==> config.mk <==
export PLATFORM = sky130hd
export DESIGN_NAME = fetch_prefetch
export DESIGN_NICKNAME = d
export VERILOG_FILES = /design/src/rtl/fetch_pkg.sv /design/src/rtl/fetch_fifo.sv /design/src/rtl/fetch_prefetch.sv
export SDC_FILE = /design/constraint.sdc
export NUM_CORES = 1
export LEC_CHECK = 0
export ABC_AREA = 1
export CAP_MARGIN = 20
export CELL_PAD_IN_SITES_DETAIL_PLACEMENT = 0
export CELL_PAD_IN_SITES_GLOBAL_PLACEMENT = 2
export CORE_ASPECT_RATIO = 0.8
export CORE_MARGIN = 2
export CORE_UTILIZATION = 35
export DETAILED_ROUTE_END_ITERATION = 7
export PLACE_DENSITY = 0.77
export SLEW_MARGIN = 10
export SYNTH_ARGS = -nofsm -noshare
export SYNTH_HDL_FRONTEND = slang
export SYNTH_SLANG_ARGS = --single-unit
==> constraint.sdc <==
create_clock -name clk -period 7.33 [get_ports clk]
set_input_delay 1.8325 -clock clk [delete_from_list [all_inputs] [get_ports clk]]
set_output_delay 1.8325 -clock clk [all_outputs]
set_load 0.1 [all_outputs]
==> src/rtl/fetch_pkg.sv <==
// fetch_pkg: shared widths, PC step and the buffered fetch entry layout.
package fetch_pkg;
  localparam int XLEN_DEFAULT = 32;
  localparam int INSTR_W = 32;
  localparam int PC_INC = 4;
  typedef struct packed {
    logic [INSTR_W-1:0]      instr;
    logic [XLEN_DEFAULT-1:0] pc;
  } fetch_entry_t;
endpackage

==> src/rtl/fetch_fifo.sv <==
// fetch_fifo: synchronous FIFO with single-cycle flush; flush wins over push/pop.
module fetch_fifo
  import fetch_pkg::*;
#(
  parameter type T = fetch_entry_t,
  parameter int DEPTH = 4
) (
  input  logic                   clk,
  input  logic                   reset_n,
  input  logic                   flush_i,
  input  logic                   push_i,
  input  T                       data_i,
  input  logic                   pop_i,
  output T                       data_o,
  output logic [$clog2(DEPTH):0] count_o,
  output logic                   empty_o,
  output logic                   full_o
);
  localparam int AW = $clog2(DEPTH);
  T mem_q [DEPTH];
  logic [AW-1:0] wr_q, wr_d, rd_q, rd_d;
  logic [AW:0] cnt_q, cnt_d;
  logic do_push, do_pop;
  assign do_push = push_i && !full_o && !flush_i;
  assign do_pop = pop_i && !empty_o && !flush_i;
  always_comb begin
    wr_d = flush_i ? '0 : wr_q + AW'(do_push);
    rd_d = flush_i ? '0 : rd_q + AW'(do_pop);
    cnt_d = flush_i ? '0 : cnt_q + (AW+1)'(do_push) - (AW+1)'(do_pop);
  end
  always_ff @(posedge clk or negedge reset_n) begin
    if (!reset_n) begin
      wr_q <= '0;
      rd_q <= '0;
      cnt_q <= '0;
    end else begin
      wr_q <= wr_d;
      rd_q <= rd_d;
      cnt_q <= cnt_d;
    end
  end
  always_ff @(posedge clk) begin
    if (do_push) mem_q[wr_q] <= data_i;
  end
  assign data_o = mem_q[rd_q];
  assign count_o = cnt_q;
  assign empty_o = cnt_q == '0;
  assign full_o = cnt_q == (AW+1)'(DEPTH);
endmodule

==> src/rtl/fetch_prefetch.sv <==
// fetch_prefetch: owns the fetch PC, issues credited req/gnt reads and buffers
// in-order responses for decode; redirect flushes and discards in-flight reads.
module fetch_prefetch
  import fetch_pkg::*;
#(
  parameter int XLEN = XLEN_DEFAULT,
  parameter logic [XLEN-1:0] RESET_PC = '0,
  parameter int DEPTH = 4
) (
  input  logic               clk,
  input  logic               reset_n,
  input  logic               redirect_valid_i,
  input  logic [XLEN-1:0]    redirect_pc_i,
  output logic               instr_mem_req_o,
  output logic [XLEN-1:0]    instr_mem_addr_o,
  input  logic               instr_mem_gnt_i,
  input  logic               mem_rd_valid_i,
  input  logic [INSTR_W-1:0] mem_rd_data_i,
  output logic               instr_valid_o,
  output logic [INSTR_W-1:0] instr_o,
  output logic [XLEN-1:0]    instr_pc_o,
  input  logic               instr_ready_i
);
  localparam int CW = $clog2(DEPTH) + 1;
  typedef struct packed {
    logic [INSTR_W-1:0] instr;
    logic [XLEN-1:0]    pc;
  } entry_t;
  logic [XLEN-1:0] fpc_q, fpc_d, rpc_q, rpc_d, redir_pc;
  logic [CW-1:0] o_q, o_d, d_q, d_d, cnt;
  logic started_q, gnt_fire, rsp, push, pop, empty, full;
  entry_t head;
  assign redir_pc = {redirect_pc_i[XLEN-1:2], 2'b00};
  // Outstanding plus buffered never exceeds DEPTH, so every response has a slot.
  assign instr_mem_req_o = started_q && !redirect_valid_i &&
                           (({1'b0, o_q} + {1'b0, cnt}) < (CW+1)'(DEPTH));
  assign instr_mem_addr_o = fpc_q;
  assign gnt_fire = instr_mem_req_o && instr_mem_gnt_i;
  assign rsp = mem_rd_valid_i && o_q != '0;
  assign push = rsp && d_q == '0 && !redirect_valid_i;
  assign pop = instr_valid_o && instr_ready_i;
  always_comb begin
    fpc_d = redirect_valid_i ? redir_pc : gnt_fire ? fpc_q + XLEN'(PC_INC) : fpc_q;
    rpc_d = redirect_valid_i ? redir_pc : push ? rpc_q + XLEN'(PC_INC) : rpc_q;
    o_d = o_q + CW'(gnt_fire) - CW'(rsp);
    d_d = redirect_valid_i ? o_q - CW'(rsp) : d_q - CW'(rsp && d_q != '0);
  end
  always_ff @(posedge clk or negedge reset_n) begin
    if (!reset_n) begin
      fpc_q <= RESET_PC;
      rpc_q <= RESET_PC;
      o_q <= '0;
      d_q <= '0;
      started_q <= 1'b0;
    end else begin
      fpc_q <= fpc_d;
      rpc_q <= rpc_d;
      o_q <= o_d;
      d_q <= d_d;
      started_q <= 1'b1;
    end
  end
  fetch_fifo #(.T(entry_t), .DEPTH(DEPTH)) u_fifo (
    .clk     (clk),
    .reset_n (reset_n),
    .flush_i (redirect_valid_i),
    .push_i  (push),
    .data_i  ('{instr: mem_rd_data_i, pc: rpc_q}),
    .pop_i   (pop),
    .data_o  (head),
    .count_o (cnt),
    .empty_o (empty),
    .full_o  (full)
  );
  assign instr_valid_o = !empty;
  assign instr_o = instr_valid_o ? head.instr : '0;
  assign instr_pc_o = instr_valid_o ? head.pc : '0;
  always_ff @(posedge clk) begin
    if (reset_n) begin
      assert (!(mem_rd_valid_i && o_q == '0))
        else $warning("fetch_prefetch: response with no outstanding request ignored");
      assert (!(push && full)) else $error("fetch_prefetch: buffer overflow");
    end
  end
endmodule
==> impl_results.md <==
- Post-route antenna net violation count: 0
- CP required: 5.50 ns
- GP Congestion: 0.8257
- Clock Sinks: 322
- Cell Int Power: ~3800 uW
- TritonCTS clock tree: done
- Net Sw Frac: 0.4723
- Area Overhead vs Synth: 21.69%
- Slew Limit Fails: 0
- Starting DRT DRC Count: 813
- CP max FO: 99
- Logic pwr share: 0.438
- Relative slew slack: 0.2575
- Worst-Margin Slew: around 1.1 ns
- Most common cell on crit path: nor2_1
- Initial core utilization: 0.3541
- Achievable frequency: ~0.17 GHz
- Final period util: 0.7939
- Status: finished clean
- H-tree levels: 2
- Sequential cell area: 9304 sq um
- Clock skew: about 0.022 ns
- Wire length per cell: 17.93 microns
- Final setup violation count: 0
- DP HPWL: 24760 microns
- Register area share after synthesis: 0.6277
- Port Buffer Count: 161
- Setup Fix Bufs, Post-CTS: 0
- GRT Residual Overflow: 0
- Later-pin clock latency in the skew report: 0.53 ns
- Worst EP arrival: 3.99 ns
- CTS Hold Bufs: 0
- Vias in the first global route: between 10k and 15k
- Max incr delay on CP: 1.21 ns
- RSZ-0062 raised after global routing: false
- Setup TNS: 0 ns
- Antenna cells: 0
- Flops & latches, synth: around 320
- Crit end category: output port
- Vias/cell: 4.890
- Clk buf depth: 3
- Switch Pwr: about 3400 uW
- Yosys warning count: 0
- Post-Syn Instances: 1495
- Share of cells above drive strength 1: 0.07207
- Die ar.: 44000 sq um
- MaxCap Viol Count: 0
- Sequential power share: 0.326
- Total routed wirelength: 39760 microns
- Post-synthesis area per instance: slightly below 10 sq um
- Pleak: 0.006687 uW
- Area contributors post-synth: edfxtp_1 50%, dfrtp_1 13%, nor2_1 8.6%
- Largest net degree at the start of global routing: 100
- Critical Path, Cell by Cell: buf_4 > nor2_1 > nor2_1 > o21ai_0 > a21oi_1 > clkdlybuf4s50_1
- PwrDens: 398.3 nW/um^2
- Cell Area, Placed: 16940 sq um
- Post-CTS resize count: 0
- Nets@finish: between 1.5k and 2k
- Rows: 67
- Period minus WS final: 5.819 ns
- First-pass GRT wire length: 61590 microns
- Clk pin slew, worst setup/hold paths: about 0.050 ns
- Via Count: 10.84k
- Placed cells: 2157
- DRC Markers: 0
- HP Class: register to register
- Worst path slowest cell: clkdlybuf4s50_1
- Clock network power share: 0.236
- Final instance area: ~18000 sq um
- Layout Cells excl Fill: roughly 2.2k
- I/O Pins: roughly 170
- Worst IR Drop VDD: 324.3 uV
- Die H: about 190 microns
- Drt first pass iters: 5
- Die width: 234.0 microns
- Multi-input gate area: 4890 sq um
- Reg2reg setup slack: 4.20 ns
- Clk root buf: clkbuf_16
- Synth top area share: 0.5027
- Core Area: ~42000 sq um
- Fin. Hold Viols: 0
- Initial antenna violation count: 0
- Critical Path Start Type: register
- Yosys cell types: 44
- Gr usage total: 0.1823
- Post-synthesis cell area: about 15000 sq um
- CTS buffer count: 36
- Critical path class: register to output port
- Biggest area consumer among synthesized cells: edfxtp_1
- Fill cells: 3983
## worst max-delay path, delay by kind of cell, from the launching register on
kind,cells,cell delay (ns)
flip-flops,1,0.63
AO/OA/AOI/OAI,2,0.45
buffers and inverters,2,2.08
AND/OR/NAND/NOR,2,0.22
## sequential cells by signal, summed over array words and instances, names as in the netlist
signal,count
u_fifo.mem_q,248
instr_mem_addr_o,30
rpc_q,30
d_q,3
o_q,3
u_fifo.count_o,3
u_fifo.rd_q,2
u_fifo.wr_q,2
started_q,1
## metal layers
| layer | wire (microns) | global-route usage |
|---|---|---|
| met3 | 1966 | 0.02981 |
| met1 | 18310 | 0.2580 |
| met4 | 652 | 0.04430 |
| met2 | 18830 | 0.2920 |
| met5 | 0 | 0 |
## final timing paths
check                                    startpoint                               to  cells after the start
max                        u_fifo.rd_q[0]$_DFF_PN0_                   instr_pc_o[12]                      6
min                                o_q[1]$_DFF_PN0_                 o_q[2]$_DFF_PN0_                      1
max reg2reg                        o_q[2]$_DFF_PN0_    u_fifo.mem_q[3][18]$_DFFE_PP_                      8
min reg2reg                        o_q[1]$_DFF_PN0_                 o_q[2]$_DFF_PN0_                      1
max in group asynchronous                   reset_n         u_fifo.rd_q[0]$_DFF_PN0_                      2
min in group asynchronous                   reset_n  instr_mem_addr_o[2]$_DFFE_PN0P_                      1
## logic make-up after synthesis
logic type      count (synthesis)  synth area share
compound gates                261           0.09409
xor+xnor                       16          0.009460
fa+ha+maj                      16           0.01453
buf+inv                       156           0.04468
flops                         322            0.6277
mux                             3          0.002111
other cells                     2         0.0005069
simple gates                  719            0.2069
## cell usage after synthesis, drive strengths merged
| cell | count |
|---|---|
| mux2i | 2 |
| or2 | 3 |
| inv | 87 |
| ha | 14 |
| nand3b | 6 |
| edfxtp | 248 |
| o21bai | 3 |
| a31oi | 4 |
| nor3 | 20 |
| fa | 2 |
| nand2 | 231 |
| o311ai | 1 |
| clkbuf | 34 |
| nor2 | 359 |
| a22oi | 1 |
| buf | 35 |
| a21boi | 15 |
| dfrtp | 74 |
| and3 | 1 |
| o21ai | 142 |
| a21oi | 84 |
| xnor2 | 7 |
| o21a | 1 |
| xor2 | 9 |
| mux2 | 1 |
| nand4 | 10 |
| o211ai | 10 |
| nand3 | 89 |
| conb | 2 |
## placed cells by master (no fill, tap or decap), types with 15 or more instances in the layout
cell type	count
clkdlybuf4s50_1	159
nand2_1	219
nand3_1	87
nor2_1	339
dfrtp_1	72
a21oi_1	84
o21ai_0	142
edfxtp_1	248
clkbuf_16	37
nor3_1	15
buf_4	15
inv_1	79
## power groups by stage
stage | combinational [uW] | clock (uW) | sequential (uW)
finish | 3140 | 1700 | 2340
global route | 3320 | 1820 | 2360
CTS | 3170 | 1750 | 2340
detailed placement | 3170 | 0 | 2380
global placement | 3160 | 0 | 2370
floorplan | 2180 | 0 | 2520
## metrics by stage
stage	hold WS [ns]	util	setup WS, ns	power (uW)
2_1_floorplan	0.4687	-	0.1353	4703
3_3_place_gp	0.5033	0.4050	1.851	5533
3_5_place_dp	0.5082	0.4050	1.838	5544
4_1_cts	0.5195	0.4310	1.457	7266
5_1_grt	0.5546	0.4310	1.245	7501
6_report	0.5129	0.4310	1.511	7179
## cell type report
type / count / area share
repair buffers: 176 / 0.09592
multi-input cells: 1020 / 0.2712
flip-flops and latches: 322 / 0.5161
well taps: 552 / 0.03831
inverters: 87 / 0.01811
clock inverters: 19 / 0.008120
clock buffers: 41 / 0.05219
(Power assumes the default switching activity.)
